### config.mk
export PLATFORM = sky130hd
export DESIGN_NAME = rf_writeback_arbiter
export DESIGN_NICKNAME = d
export VERILOG_FILES = /design/src/rtl/rf_writeback_arbiter.sv
export SDC_FILE = /design/constraint.sdc
export NUM_CORES = 1
export LEC_CHECK = 0
export ABC_AREA = 1
export BUFFER_PORTS_ARGS = -buffer_cell sky130_fd_sc_hd__buf_2
export CAP_MARGIN = 20
export CORE_MARGIN = 2
export CORE_UTILIZATION = 40
export DETAILED_ROUTE_END_ITERATION = 10
export GPL_ROUTABILITY_DRIVEN = 0
export PLACE_DENSITY = 0.66
export SYNTH_ARGS = -nofsm -noshare
export SYNTH_HDL_FRONTEND = slang
export SYNTH_SLANG_ARGS = --single-unit
### constraint.sdc
create_clock -name clk -period 4.3 [get_ports clk]
set_input_delay 0.645 -clock clk [delete_from_list [all_inputs] [get_ports clk]]
set_output_delay 0.645 -clock clk [all_outputs]
set_load 0.01 [all_outputs]
### src/rtl/rf_writeback_arbiter.sv
// Register-file write-port arbiter: the pipeline writeback has priority, and
// long-latency results are queued in a small FIFO that drains into idle write slots.
module rf_writeback_arbiter #(
    parameter int unsigned XLEN       = 32,
    parameter int unsigned DEPTH      = 2,
    parameter int unsigned STARVE_MAX = 4
) (
    input  logic                     clk,
    input  logic                     reset,
    input  logic                     wb_we,
    input  logic [4:0]               wb_rd,
    input  logic [XLEN-1:0]          wb_data,
    input  logic                     mc_valid,
    output logic                     mc_ready,
    input  logic [4:0]               mc_rd,
    input  logic [XLEN-1:0]          mc_data,
    output logic                     we3,
    output logic [4:0]               a3,
    output logic [XLEN-1:0]          wd3,
    output logic [31:0]              pend_mask,
    output logic                     drain_req,
    output logic [$clog2(DEPTH):0]   fifo_cnt
);

    localparam int unsigned PW = $clog2(DEPTH);
    localparam int unsigned CW = PW + 1;
    localparam int unsigned SW = $clog2(STARVE_MAX + 1);

    logic [4:0]      rd_mem   [DEPTH];
    logic [XLEN-1:0] data_mem [DEPTH];
    logic [DEPTH-1:0] vld;
    logic [PW-1:0]   rd_ptr, wr_ptr;
    logic [CW-1:0]   cnt;
    logic [SW-1:0]   starve_cnt;

    logic wb_hit, fifo_empty, fifo_full, push, pop;

    assign wb_hit     = wb_we && (wb_rd != 5'd0);
    assign fifo_empty = (cnt == '0);
    assign fifo_full  = (cnt == CW'(DEPTH));
    assign mc_ready   = !reset && !fifo_full;
    // Results for x0 complete the handshake but are never queued.
    assign push       = mc_valid && mc_ready && (mc_rd != 5'd0);
    assign pop        = !reset && !wb_hit && !fifo_empty;

    always_ff @(posedge clk) begin
        if (reset) begin
            rd_ptr     <= '0;
            wr_ptr     <= '0;
            cnt        <= '0;
            vld        <= '0;
            starve_cnt <= '0;
        end else begin
            if (pop) begin
                vld[rd_ptr] <= 1'b0;
                rd_ptr      <= rd_ptr + PW'(1);
            end
            if (push) begin
                vld[wr_ptr] <= 1'b1;
                wr_ptr      <= wr_ptr + PW'(1);
            end
            case ({push, pop})
                2'b10:   cnt <= cnt + CW'(1);
                2'b01:   cnt <= cnt - CW'(1);
                default: cnt <= cnt;
            endcase
            if (fifo_empty || pop)
                starve_cnt <= '0;
            else if (starve_cnt != SW'(STARVE_MAX))
                starve_cnt <= starve_cnt + SW'(1);
        end
    end

    always_ff @(posedge clk) begin
        if (push) begin
            rd_mem[wr_ptr]   <= mc_rd;
            data_mem[wr_ptr] <= mc_data;
        end
    end

    always_comb begin
        we3       = 1'b0;
        a3        = '0;
        wd3       = '0;
        pend_mask = '0;
        drain_req = 1'b0;
        fifo_cnt  = '0;
        if (!reset) begin
            if (wb_hit) begin
                we3 = 1'b1;
                a3  = wb_rd;
                wd3 = wb_data;
            end else if (!fifo_empty) begin
                we3 = 1'b1;
                a3  = rd_mem[rd_ptr];
                wd3 = data_mem[rd_ptr];
            end
            for (int unsigned i = 0; i < DEPTH; i++)
                if (vld[i]) pend_mask[rd_mem[i]] = 1'b1;
            drain_req = (starve_cnt == SW'(STARVE_MAX));
            fifo_cnt  = cnt;
        end
    end

endmodule
==> impl_metrics.tcl, run 1 <==
set metrics [dict create \
    end_kind "output pin" \
    crit_end "a3[4]" \
    gr-usage-all-layers 0.194 \
    cp_num_buf_inv 3 \
    most-common-layout-cells "151 x buf_2, 74 x edfxtp_1, 71 x nor2_1" \
    reg2reg_from "cnt[0]" \
    clock_tree.buffer_depth 2 \
    start_util 0.405 \
    antenna_found_initial 2 \
    yosys_warnings 0 \
    period_minus_slack_ps 3000 \
    clk_transition_reported_paths_ps 90 \
    cp.required_ps 3650 \
    design.core.area_um2 10700 \
    vias 3779 \
    ios 152 \
    r2r_setup_slack_ps 2280 \
    path_delay_family "buffers and inverters" \
    critPathMaxStageDelay_ps 530 \
    dp_hpwl_mm 7.89 \
    whs_ps 480 \
    globalRouteMet3Util 0.0464 \
    viasPerCell 5.09 \
    slowest_stage "inv_2" \
    fmax_mhz 333 \
    synth_cell_types 31 \
    hold_violations 0 \
    final_util 0.503 \
    drt_first_iter_violations 280 \
    r2r_cells 5 \
    clk_latency_ps 350 \
    postSynthCellCount 450 \
    cts_resized 0 \
    status "finished, final reports clean" \
    cts_made_buffers 9 \
    die_h_um 108 \
    finalMaxSlewViolations 0 \
    dieArea_um2 11700 \
    synth-seq-cells 84 \
    path_class "input pin to output pin" \
    syn_area_um2 4350 \
    nets 677 \
    drive_gt1_frac 0.368 \
    rsz0062_at_grt "false" \
    firstDrtPassIters 4 \
    hold_depth 1 \
    fin_skew_ps 5.81 \
    crit_arrival_ps 2350 \
    worstReg2RegEnd "data_mem[0][22]" \
    cts.sinks 84 \
    cts_hold_buf 0 \
    overflow 0 \
    ctsRootBufferMaster "clkbuf_8" \
    rows 38 \
    peakVddDrop_mv 0.159 \
    dp_slack_ps 1320 \
    grt_use_met2 0.340 \
    fin_setup_tns_ps 0 \
    grt.busiest_layer "met2" \
    wire_per_inst_um 15.3 \
    route.detailed.drc 0 \
    power_density_nw_per_um2 324 \
    grt_max_degree 47 \
    nFillCells 1024 \
    crit_start "wb_rd[2]" \
    crit_path_start_kind "input pin" \
    synth.avg_cell_area_um2 9.67 \
    final_cells 742 \
    worstHoldPathType "input pin to flop" \
    finalWirelength_mm 11.3 \
    io_buffers 151 \
    postRouteAntennaNets 0 \
    grt_pass1_wl_mm 17.5 \
    cp.depth 8 \
    cts_tree "yes" \
    slew_headroom 0.438 \
    areaGrowthSynthToFinish_pct 24.2 \
    ys_seq_area_frac 0.557 \
    cpMostUsedCell "buf_2" \
    synth_nets 531 \
    setup_viol 0 \
    post_cts_buffers 0 \
    final_common_cell "buf_2" \
    htree_levels 3 \
    fin_crit_sh 0.697 \
    grt_pass1_vias 3521 \
    maxCapViolations 0 \
    met1_usage 0.233 \
    worst-path-max-fanout 36 \
    placed_cells 725 \
    die_width_um 108 \
    cp_cell_sequence "buf_2 > nor2_1 > nand3_2 > nand2_4 > nor2_8 > inv_2 > a22oi_1 > buf_2" \
    p_leak_uw 0.00229 \
    tightestPinTransition_ps 843 \
    fin_ws_ps 1300 \
]
[cell families (layout without fill, tap and decap cells)]
group	count (synthesis)	after routing	share of synthesized area
other cells	0	1	0
flops	84	84	0.557
fa+ha+maj	3	3	0.00863
simple gates	183	183	0.197
xor+xnor	3	3	0.00604
compound gates	120	120	0.174
buf+inv	57	208	0.0575
[worst min path at each step]
stage | from | end
final | mc_data[27] | data_mem[1][27]
after global routing | mc_data[12] | data_mem[0][12]
after detailed placement | wr_ptr | wr_ptr
after global placement | wr_ptr | wr_ptr
after floorplan | vld[1] | vld[1]
after CTS | mc_data[12] | data_mem[1][12]
[sequential cells by signal, summed over array words and instances (netlist names), named ones only]
| register | flops |
|---|---|
| data_mem | 64 |
| rd_mem | 10 |
| starve_cnt | 3 |
| cnt | 2 |
| vld | 2 |
| rd_ptr | 1 |
| wr_ptr | 1 |
[cell usage after synthesis (all sizes together)]
library cell / number / area share
a21oi: 60 / 0.077
a22oi: 13 / 0.022
a2bb2oi: 1 / 0.0020
buf: 12 / 0.019
clkbuf: 9 / 0.0078
clkinv: 1 / 0.00086
dfxtp: 10 / 0.046
edfxtp: 74 / 0.51
ha: 3 / 0.0086
inv: 35 / 0.030
nand2: 48 / 0.043
nand3: 18 / 0.022
nor2: 76 / 0.073
nor3: 11 / 0.016
o211ai: 28 / 0.048
o21ai: 12 / 0.014
o31ai: 6 / 0.010
or2: 30 / 0.043
xnor2: 1 / 0.0020
xor2: 2 / 0.0040
[area by class of cell]
type,count,area (µm²),share of cell area
clock buffer,12,178,0.0329
inverter,36,135,0.0250
tap,140,175,0.0324
multi-input combinational,309,1680,0.310
antenna,1,2.50,0.000463
clock inverter,4,20.0,0.00370
sequential,84,2420,0.448
timing repair buffer,156,793,0.147
[through the flow]
stage	area, µm²	power, µW
finish	5400	1750
global route	5400	1830
CTS	5400	1770
detailed placement	5200	1220
global placement	5200	1210
floorplan	4350	1110
[report_power, final]
part	internal (µW)	switching [µW]	total (µW)
Sequential	922	13.8	935
Clock	277	274	551
Combinational	102	164	266
Total	1300	452	1750
[metal layers]
metal / part of all wire / up-vias
met5: 0.00097 / -
met4: 0.013 / 2
met3: 0.062 / 15
met2: 0.49 / 129
met1: 0.43 / 1762
li1: - / 1871
(Power assumes the default switching activity.)
==> run 2, diff against run 1 <==
--- a/config.mk
+++ b/config.mk
@@ -12,7 +12,7 @@
 export CORE_UTILIZATION = 40
 export DETAILED_ROUTE_END_ITERATION = 10
 export GPL_ROUTABILITY_DRIVEN = 0
-export PLACE_DENSITY = 0.66
+export PLACE_DENSITY = 0.69
 export SYNTH_ARGS = -nofsm -noshare
 export SYNTH_HDL_FRONTEND = slang
 export SYNTH_SLANG_ARGS = --single-unit
==> constraint.sdc (replaced) <==
create_clock -name clk -period 2.4 [get_ports clk]
set_input_delay 0.36 -clock clk [delete_from_list [all_inputs] [get_ports clk]]
set_output_delay 0.36 -clock clk [all_outputs]
set_load 0.01 [all_outputs]
==> impl_metrics.tcl, run 2 (same netlist as run 1, synthesis figures left out) <==
set metrics [dict create \
    gr-usage-all-layers 0.192 \
    cp.required_ps 2040 \
    cts.sinks 84 \
    maxCapViolations 0 \
    nets 682 \
    overflow 0 \
    wire_per_inst_um 14.8 \
    switchingPower_uw 790 \
    largestRegisters "data_mem (64), rd_mem (10), starve_cnt (3)" \
    end_kind "output pin" \
    report.power.total_uw 3210 \
    p_clk_frac 0.324 \
    antenna_found_initial 2 \
    clk_transition_reported_paths_ps 80 \
    worstHoldPathType "input pin to flop" \
    r2r_setup_slack_ps 590 \
    tightestPinTransition_ps 613 \
    status "finished, final reports clean" \
    firstDrtPassIters 4 \
    hold_violations 0 \
    grt_max_degree 39 \
    route.detailed.drc 0 \
    peakVddDrop_mv 0.351 \
    placed_area_um2 5290 \
    die_width_um 108 \
    crit_path_start_kind "flop" \
    start_util 0.405 \
    io_buffers 151 \
    fin_crit_sh 0.939 \
    design.core.area_um2 10700 \
    crit_end "pend_mask[4]" \
    final_common_cell "buf_2" \
    p_int_uw 2420 \
    viasPerCell 5.07 \
    post-route-cell-area_um2 5500 \
    ios 152 \
    grt_pass1_vias 3616 \
    combPwrFrac 0.153 \
    ctsRootBufferMaster "clkbuf_8" \
    htree_levels 3 \
    power_density_nw_per_um2 584 \
    fin_skew_ps 9.64 \
    setup_viol 0 \
    worst-path-max-fanout 8 \
    grt_pass1_wl_mm 17.2 \
    fin_setup_tns_ps 0 \
    period_minus_slack_ps 2250 \
    reg2reg_from "cnt[0]" \
    drt_first_iter_violations 217 \
    worstReg2RegEnd "cnt[1]" \
    largest_register_ffs 64 \
    regArea_um2 2420 \
    clock_tree.buffer_depth 2 \
    dieArea_um2 11700 \
    nFillCells 1019 \
    multiInputGateArea_um2 1680 \
    drive_gt1_frac 0.370 \
    seqPwrFrac 0.523 \
    crit_arrival_ps 1890 \
    dp_hpwl_mm 8.04 \
    most-common-layout-cells "151 x buf_2, 74 x edfxtp_1, 71 x nor2_1" \
    postRouteAntennaNets 0 \
    p_leak_uw 0.00233 \
    rsz0062_at_grt "false" \
    crit_start "rd_mem[1][1]" \
    areaGrowthSynthToFinish_pct 26.5 \
    finalWirelength_mm 11.1 \
    largest-register "data_mem" \
    r2r_cells 8 \
    cts_made_buffers 9 \
    cts_tree "yes" \
    fmax_mhz 444 \
    rows 38 \
    finalMaxSlewViolations 0 \
    whs_ps 194 \
    slew_headroom 0.589 \
    path_class "flop to output pin" \
    clk_latency_ps 350 \
    die_h_um 108 \
    vias 3790 \
    switching_share 0.246 \
]
## run 2: cell count changes in the layout (fill, tap and decap cells not counted)
cell	before	now
buf_6	0	1
buf_12	0	4
clkinv_2	4	2
clkbuf_16	2	0
bufinv_16	0	2
clkbuf_1	1	0
clkinv_1	1	4
## run 2: final cells by class
cell class | instances | share of cell area
sequential | 84 | 0.440
multi-input combinational | 309 | 0.305
timing repair buffer | 161 | 0.161
tap | 140 | 0.0318
inverter | 36 | 0.0246
clock buffer | 9 | 0.0225
clock inverter | 7 | 0.0148
antenna | 1 | 0.000455
## run 2: metrics by stage
step | worst slack, ps | util | instances
floorplan | 339 | - | 450
global placement | 424 | 0.492 | 730
detailed placement | 394 | 0.492 | 730
CTS | 102 | 0.512 | 746
global route | 54.2 | 0.512 | 746
finish | 147 | 0.512 | 747
## run 2: how the worst min path moves through the flow
stage	to	slack [ps]	cells after the start	startpoint
6_report	data_mem[1][20]	190	1	mc_data[20]
5_1_grt	data_mem[1][12]	180	1	mc_data[12]
4_1_cts	data_mem[1][20]	180	1	mc_data[20]
3_5_place_dp	vld[1]	470	2	vld[1]
3_3_place_gp	vld[1]	460	2	vld[1]
2_1_floorplan	vld[1]	450	2	vld[1]
## run 2: what timing repair did
item | CTS | global route
setup endpoints to repair | 0 | 10
hold buffers | 0 | 0
gates resized for setup | 0 | 1
setup buffers | 0 | 0
## run 2: power groups by stage
| stage | Combinational (µW) | Sequential (µW) | Clock [µW] |
|---|---|---|---|
| 5_1_grt | 545 | 1680 | 1130 |
| 6_report | 492 | 1680 | 1040 |
| 2_1_floorplan | 289 | 1700 | 0 |
| 3_3_place_gp | 479 | 1710 | 0 |
| 4_1_cts | 494 | 1680 | 1070 |
| 3_5_place_dp | 492 | 1710 | 0 |
## run 2: critical path, stage by stage, from the launching register on
cell	delay [ps]
edfxtp_1	490
nor3_2	580
nand2_1	130
a21oi_1	190
buf_2	160
## run 2: metal layers
metal  vias to the layer above  track usage  wire [µm]
met5                         -            0          0
met3                        18       0.0422        896
met2                       159        0.338       5460
met1                      1726        0.228       4540
li1                       1887            -          -
met4                         0       0.0733        181
